[src/rtl/rca_types_pkg.sv]
// Shared types for the RCA writeback sequencer: packet layout, FSM states and
// the lowest-set-bit selector used to order register-file writes.
package rca_types;

    localparam int NUM_WRITE_PORTS = 5;
    localparam int XLEN            = 32;
    localparam int ID_W            = 3;
    localparam int PORT_IDX_W      = $clog2(NUM_WRITE_PORTS);

    typedef struct packed {
        logic [ID_W-1:0]                       id;
        logic [NUM_WRITE_PORTS-1:0][XLEN-1:0]  rd;
        logic [NUM_WRITE_PORTS-1:0][4:0]       dest_addr;
        logic [NUM_WRITE_PORTS-1:0]            mask;
    } rca_wb_packet_t;

    typedef enum logic [1:0] {
        IDLE  = 2'd0,
        LOAD  = 2'd1,
        DRAIN = 2'd2
    } rca_wb_seq_state_t;

    // Lowest port wins so duplicate destinations retire in ascending port order.
    function automatic logic [PORT_IDX_W-1:0] lowest_set(input logic [NUM_WRITE_PORTS-1:0] m);
        lowest_set = '0;
        for (int i = NUM_WRITE_PORTS - 1; i >= 0; i--) begin
            if (m[i]) lowest_set = PORT_IDX_W'(i);
        end
    endfunction

endpackage

[src/rtl/rca_wb_fifo.sv]
// Packet FIFO between the RCA writeback port and the serialising FSM.
// Pointers wrap modulo DEPTH; count carries one extra bit to tell full from empty.
module rca_wb_fifo #(
    parameter  int DEPTH = 4,
    parameter  int W     = 8,
    localparam int AW    = $clog2(DEPTH)
) (
    input  logic          clk,
    input  logic          rst,
    input  logic          push,
    input  logic          pop,
    input  logic [W-1:0]  din,
    output logic [W-1:0]  dout,
    output logic          full,
    output logic          empty,
    output logic [AW:0]   count
);

    logic [W-1:0]  mem [DEPTH];
    logic [AW-1:0] wptr_q, wptr_d, rptr_q, rptr_d;
    logic [AW:0]   count_q, count_d;

    always_comb begin
        wptr_d  = wptr_q + AW'(push);
        rptr_d  = rptr_q + AW'(pop);
        count_d = count_q + (AW+1)'(push) - (AW+1)'(pop);
    end

    always_ff @(posedge clk or negedge rst) begin
        if (!rst) begin
            wptr_q  <= '0;
            rptr_q  <= '0;
            count_q <= '0;
        end else begin
            wptr_q  <= wptr_d;
            rptr_q  <= rptr_d;
            count_q <= count_d;
        end
    end

    always_ff @(posedge clk) begin
        if (push) mem[wptr_q] <= din;
    end

    assign dout  = mem[rptr_q];
    assign count = count_q;
    assign full  = (count_q == (AW+1)'(DEPTH));
    assign empty = (count_q == '0);

endmodule

[src/rtl/rca_wb_sequencer.sv]
// Buffers multi-result RCA writeback packets and serialises them onto the single
// integer register-file write port, pulsing a commit when a packet's last write retires.
module rca_wb_sequencer
    import rca_types::*;
#(
    parameter int FIFO_DEPTH = 4
) (
    input  logic                            clk,
    input  logic                            rst,
    input  logic                            wb_done,
    input  logic [ID_W-1:0]                 wb_id,
    input  logic [NUM_WRITE_PORTS*XLEN-1:0] wb_rd,
    input  logic [NUM_WRITE_PORTS*5-1:0]    wb_dest_addr,
    input  logic [NUM_WRITE_PORTS-1:0]      wb_dest_valid,
    output logic                            wb_ready,
    output logic                            rf_we,
    output logic [4:0]                      rf_waddr,
    output logic [XLEN-1:0]                 rf_wdata,
    output logic                            commit_valid,
    output logic [ID_W-1:0]                 commit_id,
    output logic                            overflow,
    output logic                            busy
);

    localparam int CW = $clog2(FIFO_DEPTH) + 1;

    rca_wb_packet_t             push_pkt, head_pkt, work_q, work_d;
    rca_wb_seq_state_t          state_q, state_d;
    logic                       push, pop, fifo_full, fifo_empty;
    logic [CW-1:0]              fifo_count;
    logic [PORT_IDX_W-1:0]      sel;
    logic [NUM_WRITE_PORTS-1:0] sel_onehot;
    logic                       rf_we_q, rf_we_d, commit_valid_q, commit_valid_d;
    logic                       overflow_q, overflow_d;
    logic [4:0]                 rf_waddr_q, rf_waddr_d;
    logic [XLEN-1:0]            rf_wdata_q, rf_wdata_d;
    logic [ID_W-1:0]            commit_id_q, commit_id_d;

    // Ports writing x0 are dropped at push time so the drain never wastes a cycle on them.
    always_comb begin
        push_pkt.id = wb_id;
        for (int i = 0; i < NUM_WRITE_PORTS; i++) begin
            push_pkt.rd[i]        = wb_rd[i*XLEN +: XLEN];
            push_pkt.dest_addr[i] = wb_dest_addr[i*5 +: 5];
            push_pkt.mask[i]      = wb_dest_valid[i] && (wb_dest_addr[i*5 +: 5] != 5'd0);
        end
    end

    assign push = wb_done && !fifo_full;

    rca_wb_fifo #(
        .DEPTH (FIFO_DEPTH),
        .W     ($bits(rca_wb_packet_t))
    ) u_fifo (
        .clk   (clk),
        .rst   (rst),
        .push  (push),
        .pop   (pop),
        .din   (push_pkt),
        .dout  (head_pkt),
        .full  (fifo_full),
        .empty (fifo_empty),
        .count (fifo_count)
    );

    assign sel        = lowest_set(work_q.mask);
    assign sel_onehot = NUM_WRITE_PORTS'(1) << sel;

    always_comb begin
        pop            = 1'b0;
        state_d        = state_q;
        work_d         = work_q;
        rf_we_d        = 1'b0;
        rf_waddr_d     = rf_waddr_q;
        rf_wdata_d     = rf_wdata_q;
        commit_valid_d = 1'b0;
        commit_id_d    = commit_id_q;
        overflow_d     = overflow_q | (wb_done & fifo_full);
        case (state_q)
            IDLE, LOAD: begin
                // An idle unit with a queued packet loads it immediately.
                if (!fifo_empty) begin
                    pop    = 1'b1;
                    work_d = head_pkt;
                    if (head_pkt.mask == '0) begin
                        commit_valid_d = 1'b1;
                        commit_id_d    = head_pkt.id;
                        state_d        = (fifo_count == CW'(1) && !push) ? IDLE : LOAD;
                    end else begin
                        state_d = DRAIN;
                    end
                end else begin
                    state_d = IDLE;
                end
            end
            DRAIN: begin
                rf_we_d     = 1'b1;
                rf_waddr_d  = work_q.dest_addr[sel];
                rf_wdata_d  = work_q.rd[sel];
                work_d.mask = work_q.mask & ~sel_onehot;
                if ((work_q.mask & ~sel_onehot) == '0) begin
                    commit_valid_d = 1'b1;
                    commit_id_d    = work_q.id;
                    state_d        = (fifo_empty && !push) ? IDLE : LOAD;
                end
            end
            default: state_d = IDLE;
        endcase
    end

    always_ff @(posedge clk or negedge rst) begin
        if (!rst) begin
            state_q        <= IDLE;
            work_q         <= '0;
            rf_we_q        <= 1'b0;
            rf_waddr_q     <= '0;
            rf_wdata_q     <= '0;
            commit_valid_q <= 1'b0;
            commit_id_q    <= '0;
            overflow_q     <= 1'b0;
        end else begin
            state_q        <= state_d;
            work_q         <= work_d;
            rf_we_q        <= rf_we_d;
            rf_waddr_q     <= rf_waddr_d;
            rf_wdata_q     <= rf_wdata_d;
            commit_valid_q <= commit_valid_d;
            commit_id_q    <= commit_id_d;
            overflow_q     <= overflow_d;
        end
    end

    assign wb_ready     = !fifo_full;
    assign rf_we        = rf_we_q;
    assign rf_waddr     = rf_waddr_q;
    assign rf_wdata     = rf_wdata_q;
    assign commit_valid = commit_valid_q;
    assign commit_id    = commit_id_q;
    assign overflow     = overflow_q;
    assign busy         = !fifo_empty || (state_q != IDLE);

endmodule
[config.mk]
export PLATFORM = sky130hd
export DESIGN_NAME = rca_wb_sequencer
export DESIGN_NICKNAME = d
export VERILOG_FILES = /design/src/rtl/rca_types_pkg.sv /design/src/rtl/rca_wb_fifo.sv /design/src/rtl/rca_wb_sequencer.sv
export SDC_FILE = /design/constraint.sdc
export NUM_CORES = 1
export LEC_CHECK = 0
export CAP_MARGIN = 0
export CORE_MARGIN = 1
export CORE_UTILIZATION = 25
export DETAILED_ROUTE_END_ITERATION = 8
export GPL_TIMING_DRIVEN = 0
export PLACE_DENSITY = 0.42
export SYNTH_ARGS = -nofsm -noshare
export SYNTH_HDL_FRONTEND = slang
export SYNTH_HIERARCHICAL = 1
export SYNTH_SLANG_ARGS = --single-unit
[constraint.sdc]
create_clock -name clk -period 20.1 [get_ports clk]
set_clock_uncertainty 0.15 [all_clocks]
set_input_delay 3.015 -clock clk [delete_from_list [all_inputs] [get_ports clk]]
set_output_delay 3.015 -clock clk [all_outputs]
set_load 0.05 [all_outputs]
==> flow_metrics.tcl <==
set metrics [dict create \
    numCtsBuffers 112 \
    setup-tns-final_ps 0 \
    r2r_end "u_fifo/count[2]" \
    insertion_delay_ps 710 \
    critical_path_class "reg -> out" \
    r2r_start "u_fifo/count[1]" \
    most-common-layout-cells "772 x edfxtp_1, 647 x nand2_1, 245 x dfrtp_1" \
    synth-seq-cells 1017 \
    clock_sinks 1017 \
    layout.nets 2833 \
    max_clock_freq_mhz 170 \
    cts.repair.resized 0 \
    synth_cells 2238 \
    finalNonFillerCells 4761 \
    worst_setup_path_end_kind "output pin" \
    drv_cap 0 \
    area_growth_pct 24.1 \
    syn-num-nets 2439 \
    setup_violations 0 \
    ys_warn_count 6 \
    root_buffer "clkbuf_16" \
    path_clk_slew_ps 60 \
    hold_class "reg -> reg" \
    start_util 0.253 \
    syn-cell-area_mm2 0.0386 \
    gp_congestion 0.799 \
    grt_usage 0.146 \
    hold_buffers 0 \
    die_h_um 395 \
    via_per_inst 4.42 \
    worstPathMaxFanout 5 \
    ant_nets 0 \
    grt_setup_unrepaired "false" \
    outcome "complete, no violations" \
    num_rows 143 \
    antenna_found_initial 30 \
    synth_edf_count 772 \
    nFillCells 14900 \
    setup_slack_ps 14210 \
    ys_async_sr_fraction 0.241 \
    grt_max_degree 98 \
    synth_ff_type "edfxtp_1" \
    drc 0 \
    holdPathEnd "work_q[182]" \
    final_area_mm2 0.0479 \
    hold_viol_final 0 \
    cts_tree "built" \
    placed_area_mm2 0.0443 \
    via_count 21000 \
    hold_depth 2 \
    post-cts-setup-buffers 0 \
    power.density_mw_per_mm2 166 \
    period_needed_ps 5890 \
    wl_per_cell_um 23.9 \
    firstDrtPassIters 5 \
    hpwl_um 81600 \
    slew_headroom 0.0297 \
    drt_iter0_markers 1370 \
    arrival_ps 2720 \
    final_common_cell "edfxtp_1" \
    hp-start "work_q[182]" \
    fin_total_pwr_mw 7.97 \
    ff2ff_setup_slack_ps 16370 \
    overflow 0 \
    io-pin-count 241 \
    synth.avg_cell_area_um2 17.3 \
    seq_area_frac_synth 0.759 \
    synth_cell_types 47 \
    clk_path_buf_depth 3 \
    start_kind "register" \
    wirelength_um 114000 \
    slew_violations 0 \
    core-area_mm2 0.153 \
    htree_levels 3 \
    worstMarginPinSlew_ps 1450 \
    required_ps 16940 \
    peakVddDrop_mv 0.0828 \
    dieArea_mm2 0.156 \
    grt_pass1_vias 22300 \
    r2r_cells 10 \
    power_leakage_nw 17.1 \
    pre_cts_slack_ps 13660 \
    drive_gt1_frac 0.180 \
    place_inst 4548 \
    fin_crit_sh 0.293 \
    die_x_um 395 \
    port_buffers 240 \
    grt_pass1_wl_um 163000 \
]
cells in the mapped netlist (2+ instances only):
cell type | n | area share
a21o_1 | 4 | 0.00078
a21oi_1 | 65 | 0.0084
a21oi_2 | 10 | 0.0023
a22o_1 | 8 | 0.0018
a32o_1 | 37 | 0.0096
and3b_1 | 2 | 0.00045
buf_1 | 6 | 0.00058
buf_12 | 11 | 0.0057
buf_2 | 52 | 0.0067
buf_6 | 13 | 0.0038
clkbuf_1 | 39 | 0.0038
dfrtp_1 | 245 | 0.16
edfxtp_1 | 772 | 0.60
ha_1 | 4 | 0.0013
inv_1 | 8 | 0.00078
mux4_2 | 193 | 0.11
nand2_1 | 647 | 0.063
nand2b_1 | 2 | 0.00032
nand3_1 | 2 | 0.00026
nor2_1 | 41 | 0.0040
nor3_1 | 2 | 0.00026
nor3b_1 | 2 | 0.00039
o21a_1 | 5 | 0.00097
o21ai_0 | 3 | 0.00039
o22ai_1 | 37 | 0.0060
or2_1 | 2 | 0.00032
or4_1 | 5 | 0.00097
xor2_1 | 2 | 0.00045
routing by layer:
layer  global-route usage  up-vias  wire length [µm]
met5                    0        -               162
met4               0.0338       26              2310
met3               0.0348      168              7040
met2                0.248      520             56700
met1                0.187    11100             47700
li1                     -     9240                 -
through the flow:
step,util,hold WS (ps)
final,0.314,325
after global routing,0.314,341
after CTS,0.314,331
after detailed placement,0.290,314
after global placement,0.285,294
after floorplan,-,296
worst max-delay path: stages, from the launching register on:
cell and delay, ps:
dfrtp_1 440, nor3b_1 700, inv_1 130, clkdlybuf4s50_1 740
kinds of logic after synthesis:
family,count (synthesis),synth area share
AO/OA/AOI/OAI,173,0.0316
XOR/XNOR,3,0.00104
adder cells (fa/ha/maj),6,0.00207
AND/OR/NAND/NOR,714,0.0721
flip-flops,1017,0.759
multiplexers,193,0.113
buffers and inverters,132,0.0218
worst max-delay path by stage:
stage,start,end,slack (ps),depth (start not counted)
6_report,u_fifo/count[1],wb_ready,14210,3
5_1_grt,u_fifo/count[1],wb_ready,14150,3
4_1_cts,u_fifo/count[1],wb_ready,14220,3
3_5_place_dp,wb_done,u_fifo/mem[0][139],13660,10
3_3_place_gp,wb_done,u_fifo/mem[0][103],-13790,4
2_1_floorplan,wb_done,u_fifo/mem[0][0],1750,3
layout make-up:
class / count / area (µm²) / area share
multi-input combinational: 1089 / 8490 / 0.177
sequential: 1017 / 29300 / 0.611
buffer: 122 / 805 / 0.0168
antenna: 2 / 5.00 / 0.000104
inverter: 10 / 37.5 / 0.000783
clock inverter: 53 / 522 / 0.0109
timing repair buffer: 280 / 3110 / 0.0648
tap: 2030 / 2540 / 0.0530
clock buffer: 158 / 3120 / 0.0651
sequential cells by signal (all words and copies together), names as in the netlist:
name,flops
commit_id,3
commit_valid,1
overflow,1
rf_waddr,5
rf_wdata,32
rf_we,1
state_q,2
u_fifo/count,3
u_fifo/mem,772
u_fifo/rptr_q,2
u_fifo/wptr_q,2
work_q,193
report_power, final:
part           internal (mW)  total [mW]  switching (mW)
Combinational           1.05        2.80            1.75
Clock                   1.20        2.03           0.827
Sequential              2.88        3.14           0.260
No activity file was read; power rests on OpenSTA's default activity.
==> patch, RTL diff (config.mk and constraints unchanged) <==
The parameter `FIFO_DEPTH` goes from 4 to 2.
--- a/src/rtl/rca_wb_sequencer.sv
+++ b/src/rtl/rca_wb_sequencer.sv
@@ -3,7 +3,7 @@
 module rca_wb_sequencer
     import rca_types::*;
 #(
-    parameter int FIFO_DEPTH = 4
+    parameter int FIFO_DEPTH = 2
 ) (
     input  logic                            clk,
     input  logic                            rst,
Check against the original RTL: not equivalent (Yosys sat finds a counterexample within 4 cycles, from zero or initial values and one cycle with rst low).
==> patch against the original RTL <==
- power decreased by 31%
- sequential cell count down 389
- wire length shrank 36%
- design area down 33%
- synthesized area fell by 34%
- fmax up 8.0%
- via count shrank 33%
- combinational power down 24%
- worst setup slack better by 0.44 ns
- largest cell class unchanged
==> patch: results (changes against the original RTL) <==
run_status:
  status: "finished clean"
detailed_routing:
  wl_met3_um: 3916  # -44%
  route.met2.wl_um: 34530  # -39%
  wirelength_met1_um: 32190  # -32%
  totalWireLength_um: 72730  # -36%
  drt-pass1-iter-count: 6  # +1
worst_setup_path:
  critPathCapture: "busy"
  worstReg2RegEnd: "u_fifo/count[1]$_DFF_PN0_"
  arrival_ns: 2.29  # -0.43 ns
  worst-r2r-cell-count: 8  # -2
grt:
  grt_use_total: 0.1417  # -0.004301
  grt_max_degree: 89  # -9.2%
  grt_pass1_vias: 15000  # -33%
final_layout:
  final_layout_size_suffix_gt1_frac: 0.2816  # +0.1020
  nNetsFinal: 2030  # -28%
  largest_reg_flops: 386  # -50%
placed_design:
  gp_congestion: 0.7870  # -1.5%
  dp_hpwl_um: 51510  # -37%
synthesis:
  synthTopCellsByArea: "edfxtp_1 46%, dfrtp_1 24%, mux2_4 9.5%"
  yosysSeqAreaShare: 0.6958  # -0.06307
  synth_commonest_cells: "386 x edfxtp_1, 242 x dfrtp_1, 184 x mux2_2, 160 x mux2_4, 80 x o21ai_0"
  async_reset_ff_frac: 0.3854  # +0.1444
  ys_types: 44  # -6.4%
clocking:
  clock_latency_ns: 0.61  # -0.10 ns
  numCtsBuffers: 75  # -33%
power:
  p_seq_frac: 0.374  # -0.020
  ir_worst_vdd_uv: 84.13  # +1.6%
  p_leak_nw: 11.98  # -30%
  p_clk_frac: 0.234  # -0.021
min_path:
  min_from: "overflow$_DFF_PN0_"
  hold_path_depth: 1  # -1
  whs_endpoint: "overflow$_DFF_PN0_"
## patch: cell types whose count changed after synthesis, moves of 38 or more
cell       change
mux2_2       +184
edfxtp_1     -386
mux4_2       -193
o21ai_0       +77
nand2_1      -607
mux2_4       +160
a2bb2oi_1     +38
## patch: layout make-up
| cell class | instances | area [sq um] |
|---|---|---|
| sequential | 628 | 17650 |
| buffer | 93 | 588.1 |
| clock inverter | 35 | 239.0 |
| tap | 1357 | 1698 |
| timing repair buffer | 250 | 2683 |
| clock buffer | 105 | 2103 |
| antenna | 3 | 7.507 |
| fill | 9902 | 68170 |
| inverter | 45 | 168.9 |
| multi-input combinational | 737 | 6983 |
## patch: through the flow
stage	std cells	cell area [sq um]	power [W]	hold slack [ns]	setup slack (ns)
floorplan	1503	25360	0.003492	0.3258	11.56
global placement	3100	29460	0.004276	0.2960	4.515
detailed placement	3110	29770	0.004269	0.3066	14.04
CTS	3250	32110	0.005582	0.3195	14.57
global route	3250	32110	0.005790	0.3303	14.51
finish	3253	32120	0.005465	0.3198	14.65
## patch: kinds of logic after synthesis
kind of cell / after synthesis / share of synthesized area
compound gates: 248 / 0.06680
xor+xnor: 2 / 0.001283
fa+ha+maj: 5 / 0.002417
buf+inv: 138 / 0.02985
flops: 628 / 0.6958
mux: 344 / 0.1764
simple gates: 138 / 0.02743
## patch: worst max-delay path, delay by kind of cell (launching register included)
family                 cells  cell delay (ns)
flip-flops                 1             0.41
buffers and inverters      1             0.75
AND/OR/NAND/NOR            2             0.53
## patch: layer usage
layer  track usage  vias to the layer above
li1              -                     6379
met1        0.1873                     7223
met2        0.2312                      365
met3       0.02980                      124
met4       0.04476                       10
met5             0                        -
